===== src/rtl/dmem_pkg.sv =====
// rtl/dmem_pkg.sv - shared op/state encodings and default widths for the data-memory master
package dmem_pkg;

  localparam int AW_DEF = 4;
  localparam int DW_DEF = 8;

  typedef enum logic [1:0] {
    OP_LOAD  = 2'b00,
    OP_STORE = 2'b01,
    OP_COPY  = 2'b10,
    OP_FILL  = 2'b11
  } op_e;

  typedef enum logic [1:0] {
    ST_IDLE = 2'b00,
    ST_RD   = 2'b01,
    ST_WR   = 2'b10,
    ST_RESP = 2'b11
  } state_e;

endpackage


===== src/rtl/dmem_master.sv =====
// rtl/dmem_master.sv - load/store/copy/fill initiator for the data memory; optional range check under DMEM_MASTER_WRAP_CHECK_EN
module dmem_master
  import dmem_pkg::*;
#(
  parameter int AW = AW_DEF,
  parameter int DW = DW_DEF
) (
  input  logic          clk,
  input  logic          rst,
  input  logic          cmd_valid,
  output logic          cmd_ready,
  input  logic [1:0]    cmd_op,
  input  logic [AW-1:0] cmd_src,
  input  logic [AW-1:0] cmd_dst,
  input  logic [AW-1:0] cmd_len,
  input  logic [DW-1:0] cmd_wdata,
  output logic          rsp_valid,
  input  logic          rsp_ready,
  output logic [DW-1:0] rsp_data,
  output logic          rsp_err,
  output logic          mem_e,
  output logic          mem_we,
  output logic [AW-1:0] mem_addr,
  output logic [DW-1:0] mem_di,
  input  logic [DW-1:0] mem_do
);

  state_e        state_q;
  op_e           op_q;
  logic [AW-1:0] src_q, dst_q, cnt_q;
  logic [DW-1:0] data_q, wdata_q;
  logic          cmd_ready_q, rsp_valid_q, mem_e_q, mem_we_q;
  logic [AW-1:0] mem_addr_q;
  logic [AW-1:0] src_d, dst_d, cnt_d;
  logic          reject_d;

  // Pointer/count values after the current byte completes
  assign src_d = src_q + AW'(1);
  assign dst_d = dst_q + AW'(1);
  assign cnt_d = cnt_q - AW'(1);

`ifdef DMEM_MASTER_WRAP_CHECK_EN
  logic [AW:0] dst_end, src_end;
  logic        rsp_err_q;
  assign dst_end  = {1'b0, cmd_dst} + {1'b0, cmd_len};
  assign src_end  = {1'b0, cmd_src} + {1'b0, cmd_len};
  // A carry out of the last-byte address means the block would wrap
  assign reject_d = (((cmd_op == OP_COPY) || (cmd_op == OP_FILL)) && dst_end[AW]) ||
                    ((cmd_op == OP_COPY) && src_end[AW]);
  assign rsp_err  = rsp_err_q;
`else
  assign reject_d = 1'b0;
  assign rsp_err  = 1'b0;
`endif

  // Control FSM with registered handshake/enable/address outputs
  always_ff @(posedge clk) begin
    if (rst) begin
      state_q     <= ST_IDLE;
      op_q        <= OP_LOAD;
      src_q       <= '0;
      dst_q       <= '0;
      cnt_q       <= '0;
      data_q      <= '0;
      wdata_q     <= '0;
      cmd_ready_q <= 1'b1;
      rsp_valid_q <= 1'b0;
      mem_e_q     <= 1'b0;
      mem_we_q    <= 1'b0;
      mem_addr_q  <= '0;
`ifdef DMEM_MASTER_WRAP_CHECK_EN
      rsp_err_q   <= 1'b0;
`endif
    end else begin
      case (state_q)
        ST_IDLE: begin
          if (cmd_valid) begin
            op_q        <= op_e'(cmd_op);
            src_q       <= cmd_src;
            dst_q       <= cmd_dst;
            cnt_q       <= cmd_len;
            wdata_q     <= cmd_wdata;
            cmd_ready_q <= 1'b0;
            if (reject_d) begin
              state_q     <= ST_RESP;
              rsp_valid_q <= 1'b1;
`ifdef DMEM_MASTER_WRAP_CHECK_EN
              rsp_err_q   <= 1'b1;
`endif
            end else if ((cmd_op == OP_LOAD) || (cmd_op == OP_COPY)) begin
              state_q    <= ST_RD;
              mem_e_q    <= 1'b1;
              mem_addr_q <= cmd_src;
            end else begin
              state_q    <= ST_WR;
              mem_e_q    <= 1'b1;
              mem_we_q   <= 1'b1;
              mem_addr_q <= cmd_dst;
            end
          end
        end
        ST_RD: begin
          data_q <= mem_do;
          if (op_q == OP_LOAD) begin
            state_q     <= ST_RESP;
            mem_e_q     <= 1'b0;
            mem_addr_q  <= '0;
            rsp_valid_q <= 1'b1;
          end else begin
            state_q    <= ST_WR;
            mem_we_q   <= 1'b1;
            mem_addr_q <= dst_q;
          end
        end
        ST_WR: begin
          src_q <= src_d;
          dst_q <= dst_d;
          cnt_q <= cnt_d;
          if ((op_q == OP_STORE) || (cnt_q == '0)) begin
            state_q     <= ST_RESP;
            mem_e_q     <= 1'b0;
            mem_we_q    <= 1'b0;
            mem_addr_q  <= '0;
            rsp_valid_q <= 1'b1;
          end else if (op_q == OP_COPY) begin
            state_q    <= ST_RD;
            mem_we_q   <= 1'b0;
            mem_addr_q <= src_d;
          end else begin
            mem_addr_q <= dst_d;
          end
        end
        default: begin
          if (rsp_ready) begin
            state_q     <= ST_IDLE;
            rsp_valid_q <= 1'b0;
            cmd_ready_q <= 1'b1;
`ifdef DMEM_MASTER_WRAP_CHECK_EN
            rsp_err_q   <= 1'b0;
`endif
          end
        end
      endcase
    end
  end

  assign cmd_ready = cmd_ready_q;
  assign rsp_valid = rsp_valid_q;
  assign mem_e     = mem_e_q;
  assign mem_we    = mem_we_q;
  assign mem_addr  = mem_addr_q;
  // Data lanes decoded from state and data registers only
  assign mem_di    = (state_q == ST_WR) ? ((op_q == OP_COPY) ? data_q : wdata_q) : '0;
  assign rsp_data  = ((state_q == ST_RESP) && (op_q == OP_LOAD)) ? data_q : '0;

endmodule


===== config.mk =====
export PLATFORM = sky130hd
export DESIGN_NAME = dmem_master
export DESIGN_NICKNAME = d
export VERILOG_FILES = /design/src/rtl/dmem_pkg.sv /design/src/rtl/dmem_master.sv
export SDC_FILE = /design/constraint.sdc
export NUM_CORES = 1
export LEC_CHECK = 0
export CAP_MARGIN = 20
export CELL_PAD_IN_SITES_DETAIL_PLACEMENT = 1
export CELL_PAD_IN_SITES_GLOBAL_PLACEMENT = 1
export CORE_AREA = 2 2 116 62
export CTS_CLUSTER_DIAMETER = 150
export DETAILED_ROUTE_END_ITERATION = 16
export DIE_AREA = 0 0 118 64
export GPL_TIMING_DRIVEN = 0
export HOLD_SLACK_MARGIN = 0.15
export PLACE_DENSITY = 0.78
export SLEW_MARGIN = 20
export SYNTH_ARGS = -nofsm -noshare
export SYNTH_HDL_FRONTEND = slang
export SYNTH_SLANG_ARGS = --single-unit

===== constraint.sdc =====
create_clock -name clk -period 1.8 [get_ports clk]
set_input_delay 0.18 -clock clk [delete_from_list [all_inputs] [get_ports clk]]
set_output_delay 0.18 -clock clk [all_outputs]
set_load 0.01 [all_outputs]

After elaboration in Yosys (flattened, before gate mapping)
Index checks and enable logic that the tools add are counted.
Storage, ports and cells
  flip-flop bits (word level): 40
  logic and storage cells: 89
  output and inout port bits: 25
Cells by class
  add/sub/neg operators: 3
  reductions and logical operators: 21
  equal/unequal tests: 12
  multiplexer cells: 39
  bitwise gates (word level): 2
Operators by type and width (number)
  4-bit 2-to-1 mux: 8
  8-bit 2-to-1 mux: 3
  4-bit case mux with 2 select lines: 3
  1-bit 2-to-1 mux: 14
  4-bit case mux with 3 select lines: 1
  2-bit 2-to-1 mux: 5
  2-bit inequality test (second input constant): 5
  1-bit case mux with 3 select lines: 3
  4-bit by 1-bit adder with 4-bit output (second input constant): 2
  2-bit == test (second input constant): 4
  4-bit AND reduction: 2
  2-bit zero test: 3
  2-bit case mux with 3 select lines: 1
  2-bit AND reduction: 3
  3-bit AND reduction: 2
  3-bit nonzero test: 2
  5-bit AND reduction: 1
  2-bit by 1-bit == test with 1-bit output (second input constant): 2
  4-bit zero test: 1
  2-bit nonzero test: 2
  4-bit nonzero test: 1
  4-bit by 1-bit subtractor with 4-bit output (second input constant): 1
  3-bit inequality test (second input constant): 1
  1-bit logical OR: 2
  other kinds (4): 5

Longest topological paths before layout
  depth after elaboration: 5
  depth in mapped cells: 9
  mapped depth without buffers: 7

Least setup slack after synthesis
No wires, ideal clock.
  path kind: register -> register
  start point: register state_q[0]
  end point: register dst_q[3]
  path buffers: 2
  setup time: 0.128 ns
  arrival time: 1.483 ns
  cell stages (with the launch flop): 9
  path slack: 0.189 ns
  cells stage by stage: dfxtp_1 > inv_1 > ha_1 > buf_4 > and2_1 > buf_2 > a21oi_2 > a2bb2oi_1 > nor2_1
On the way
  longest elaborated chain between the ends: 3
  elaborated cells on any way between the ends: 6
  classes of those cells: eq/ne: 2; mux: 1; reduce/logical: 3
Ends and longest elaborated chain
  start: declaration: line dmem_master.sv:28  | state_e state_q;
  start signal: assignment: line dmem_master.sv:59  | state_q <= ST_IDLE;
  start signal: assignment: line dmem_master.sv:85  | state_q <= ST_RESP;
  start signal: assignment: line dmem_master.sv:91  | state_q <= ST_RD;
  2-bit == test / 2-bit zero test (equally long branches): line dmem_master.sv:75  | case (state_q)
  2-bit nonzero test (no line) / 2-bit inequality test (equally long branches)
  2-bit AND reduction (no line)
  end signal: assignment: line dmem_master.sv:80  | dst_q <= cmd_dst;
  end signal: assignment: line dmem_master.sv:117  | dst_q <= dst_d;
  end: declaration: line dmem_master.sv:30  | logic [AW-1:0] src_q, dst_q, cnt_q;
Parallel ways exist; a longest one is shown, timed or not.
A chain may end at the register's enable or synchronous reset.

Final worst setup path
  start point: register state_q[0]
  end point: output port mem_di[4]
On the way
  longest elaborated chain between the ends: 2
Ends and longest elaborated chain
  2-bit == test: line dmem_master.sv:153  | assign mem_di = (state_q == ST_WR) ? ((op_q == OP_COPY) ? data_q : wdata_q) : '0;
  8-bit 2-to-1 mux: line dmem_master.sv:153
  end: declaration: line dmem_master.sv:24  | output logic [DW-1:0] mem_di,
No other way between the ends.

==> summary.md <==
| Metric | Value |
|---|---|
| Number of global-route vias before repair | 2,444 |
| Hold Path Stages | 3 |
| Max-slew violation count | 0 |
| WP data arrival | approximately 1.6 ns |
| Die H | roughly 64 um |
| Routability cong. | between 0.7 and 0.8 |
| Max stage delay cell, worst path | dfxtp_4 |
| Syn Std Cell Area | between 0.002 and 0.0025 mm^2 |
| Most frequent cell after synthesis | nand2_1 |
| Largest net degree at the start of global routing | 13 |
| Hold Startpoint | cmd_op[0] |
| Port Buffer Count | 56 |
| Area of the core | ~0.0065 mm^2 |
| Hold slack | around 0.17 ns |
| Crit path buf inv count | 5 |
| FP Rows | 21 |
| Top cells by area, synth | dfxtp_1 36%, nand2_1 9.8%, mux2i_1 7.7% |
| Fin util | 0.4943 |
| Starting Density | 0.3416 |
| Leakage power | 1.294 nW |
| FF-to-FF End | cmd_ready$_SDFFE_PP1P_ |
| Req. time, crit path | 1.62 ns |
| Worst path top cell family by delay | buffers and inverters |
| Final Setup Violations | 1 |
| Most instantiated cells after synthesis | 58 x nand2_1, 40 x dfxtp_1, 33 x a21oi_1, 24 x nor2_1, 17 x mux2i_1 |
| Final Non-Filler Cells | around 450 |
| Wire per inst | ~19 um |
| Ys flop type | dfxtp_1 |
| Pwr Density | 1550 mW/mm^2 |
| Post-Route WL | between 8 and 9 mm |
| Clk buf depth | 2 |
| Pwr Total | approximately 5.0 mW |
| HP Class | input port to flop |
| I/O pin cnt | 59 |
| Yosys warnings | 0 |
| Async SR Flop Fraction | 0 |
| CTS Hold Bufs | 0 |
| H-tree Lvls | 2 |
| Reg2reg setup slack | 0.02 ns |
| Diodes inserted | 0 |
| Reg power frac | 0.276 |
| RSZ-0062 raised after global routing | true |
| Mapped Avg Cell Area | between 7 and 8 um^2 |
| Global Route Usage Sum | 0.2336 |
| Post-synth net total | 330 |
| Worst-path clk slew | roughly 0.06 ns |
| R2R cell count | 6 |
| Clock Power Share | 0.211 |
| Worst-path maximum fanout | 9 |
| Crit. End Element | primary output |
| Max-Cap Viols | 0 |
| Max Freq | between 500 and 600 MHz |
| Total vias in the final route | approximately 2,400 |
| Share of layout cells above drive strength 1 | 0.1643 |
| Crit path depth | 7 |
| Net switching power | 2.081 mW |
| Gr ovfl total | 0 |
| Synth cell types | 43 |
| Yosys reg bits | 40 |
| Cell taking the most area after synthesis | dfxtp_1 |
| Tmin final | 1.819 ns |
| CP max stage delay | around 0.37 ns |
| Period utilisation layout | 1.011 |
| Total Neg Setup Slack | -0.01924 ns |
| Gate power share | 0.512 |
| Post-synth EDFFs | 0 |
| CTS buffer count | 5 |
| Final setup margin | -0.01924 ns |
| Pint | 2.891 mW |
| Antenna-violating nets left | 0 |
| Die ar. | roughly 0.0076 mm^2 |
| Share of the synthesized area in the top cell type | 0.3612 |
| WHS Endpoint | op_q[0]$_SDFFE_PP0P_ |
| Max VDD drop | 0.5137 mV |
| Status | finished, violations left |
| Worst-margin pin slew | between 0.8 and 0.9 ns |
| Initial antenna violation count | 0 |
| Vias per inst | around 5.3 |
| Drt pass-1 iters | 4 |
| # DRC | 0 |
| Final Cell Area | between 0.003 and 0.004 mm^2 |
| Max-slew headroom | 0.4496 |
| Gate Count Post-Synth | between 200 and 300 |
| Cell Chain, Critical Path | inv_1 > ha_1 > buf_6 > inv_8 > clkbuf_8 > a21oi_1 > dlygate4sd2_1 |
| NumNets Final | ~400 |
| CTS tree | built |
| Post-synthesis sequential area ratio | 0.3612 |
| Startpoint Class | flop |
| Placed Cells incl. Taps | 437 |
| Area post-placement | between 0.002 and 0.003 mm^2 |
| 1st-iter DRT viols | 160 |
| Die Span X | about 120 um |
| Synth-to-layout area growth | 44.70% |
| Crit path kind | flop to primary output |
| Final hold violation count | 0 |
| CTS Sinks | 40 |
| HPWL Detailed | 6.138 mm |
| Failing checks | setup timing |
| Worst Clk Skew | 0.002357 ns |
| R2R Path Start | state_q[1]$_SDFFE_PP0P_ |
| Worst-Skew Late Latency | around 0.30 ns |
| CTS Root Cell | clkbuf_16 |
| Switching share of power | 0.4186 |
| First-pass GRT wire length | 13.36 mm |
| Post-Place Worst Slack | -0.3497 ns |
-- per-layer routing --
layer	vias up	routed length (um)	global-route usage
met5	-	0	0
met4	0	55	0.03916
met3	7	552	0.07321
met2	67	3566	0.3285
met1	1176	4434	0.3483
li1	1133	-	-
-- timing repair --
action                     CTS  global route
resized for setup           48            29
gates cloned                 1             1
pin swaps                    0             1
setup buffers                4             1
setup endpoints to repair   39            31
-- worst max-delay path by stage --
stage	startpoint	end	slack [ns]
after floorplan	state_q[0]$_SDFFE_PP0P_	dst_q[3]$_SDFFE_PP0P_	0.19
after global placement	state_q[0]$_SDFFE_PP0P_	mem_di[0]	-0.31
after detailed placement	state_q[0]$_SDFFE_PP0P_	mem_di[3]	-0.35
after CTS	op_q[0]$_SDFFE_PP0P_	mem_di[3]	0.007
after global routing	state_q[1]$_SDFFE_PP0P_	cmd_ready$_SDFFE_PP1P_	-0.06
final	state_q[0]$_SDFFE_PP0P_	mem_di[4]	-0.02
-- cell type report --
cell class / instances / area [um^2]
Sequential cell: 40 / 815.8
Buffer: 19 / 143.9
Multi-Input combinational cell: 218 / 1343
Fill cell: 805 / 3282
Inverter: 12 / 52.55
Clock inverter: 2 / 35.03
Timing Repair Buffer: 62 / 574.3
Clock buffer: 6 / 128.9
Tap cell: 92 / 115.1
-- sequential cells by signal, indices dropped and copies added (netlist names), 2 cells and up --
name and count:
data_q 8, wdata_q 8, cnt_q 4, dst_q 4
mem_addr 4, src_q 4, op_q 2, state_q 2
-- layout by cell type, fill, tap and decap left out, types with 8 or more instances in the layout --
| cell type | count |
|---|---|
| nand2_1 | 58 |
| clkdlybuf4s50_1 | 40 |
| dfxtp_1 | 36 |
| a21oi_1 | 32 |
| nor2_1 | 22 |
| mux2i_1 | 17 |
| inv_1 | 11 |
| nand3_1 | 11 |
| dlygate4sd2_1 | 9 |
| and3_1 | 8 |
| buf_4 | 8 |
| clkbuf_2 | 8 |
| o21ai_0 | 8 |
-- worst reg2reg max path, stage by stage (launching register included) --
cell and delay, ns:
dfxtp_4 0.37, inv_1 0.07, ha_1 0.50, inv_1 0.24
a21oi_1 0.18, a21oi_1 0.05, or2_2 0.27
-- power by group through the flow --
stage / logic (mW) / clock network, mW / registers (mW)
after floorplan: 1.41 / 0 / 1.32
after global placement: 2.09 / 0 / 1.34
after detailed placement: 2.15 / 0 / 1.36
after CTS: 2.35 / 1.07 / 1.35
after global routing: 2.74 / 1.13 / 1.41
final: 2.55 / 1.05 / 1.37
-- cell families after synthesis --
family	Yosys count	share of synthesized area
simple gates	117	0.2353
compound gates	70	0.1975
flops	40	0.3612
buf+inv	32	0.06602
mux	19	0.08691
fa+ha+maj	7	0.03950
xor+xnor	3	0.01185
other cells	1	0.001691
Note: power is estimated with default switching activity, not from simulation.
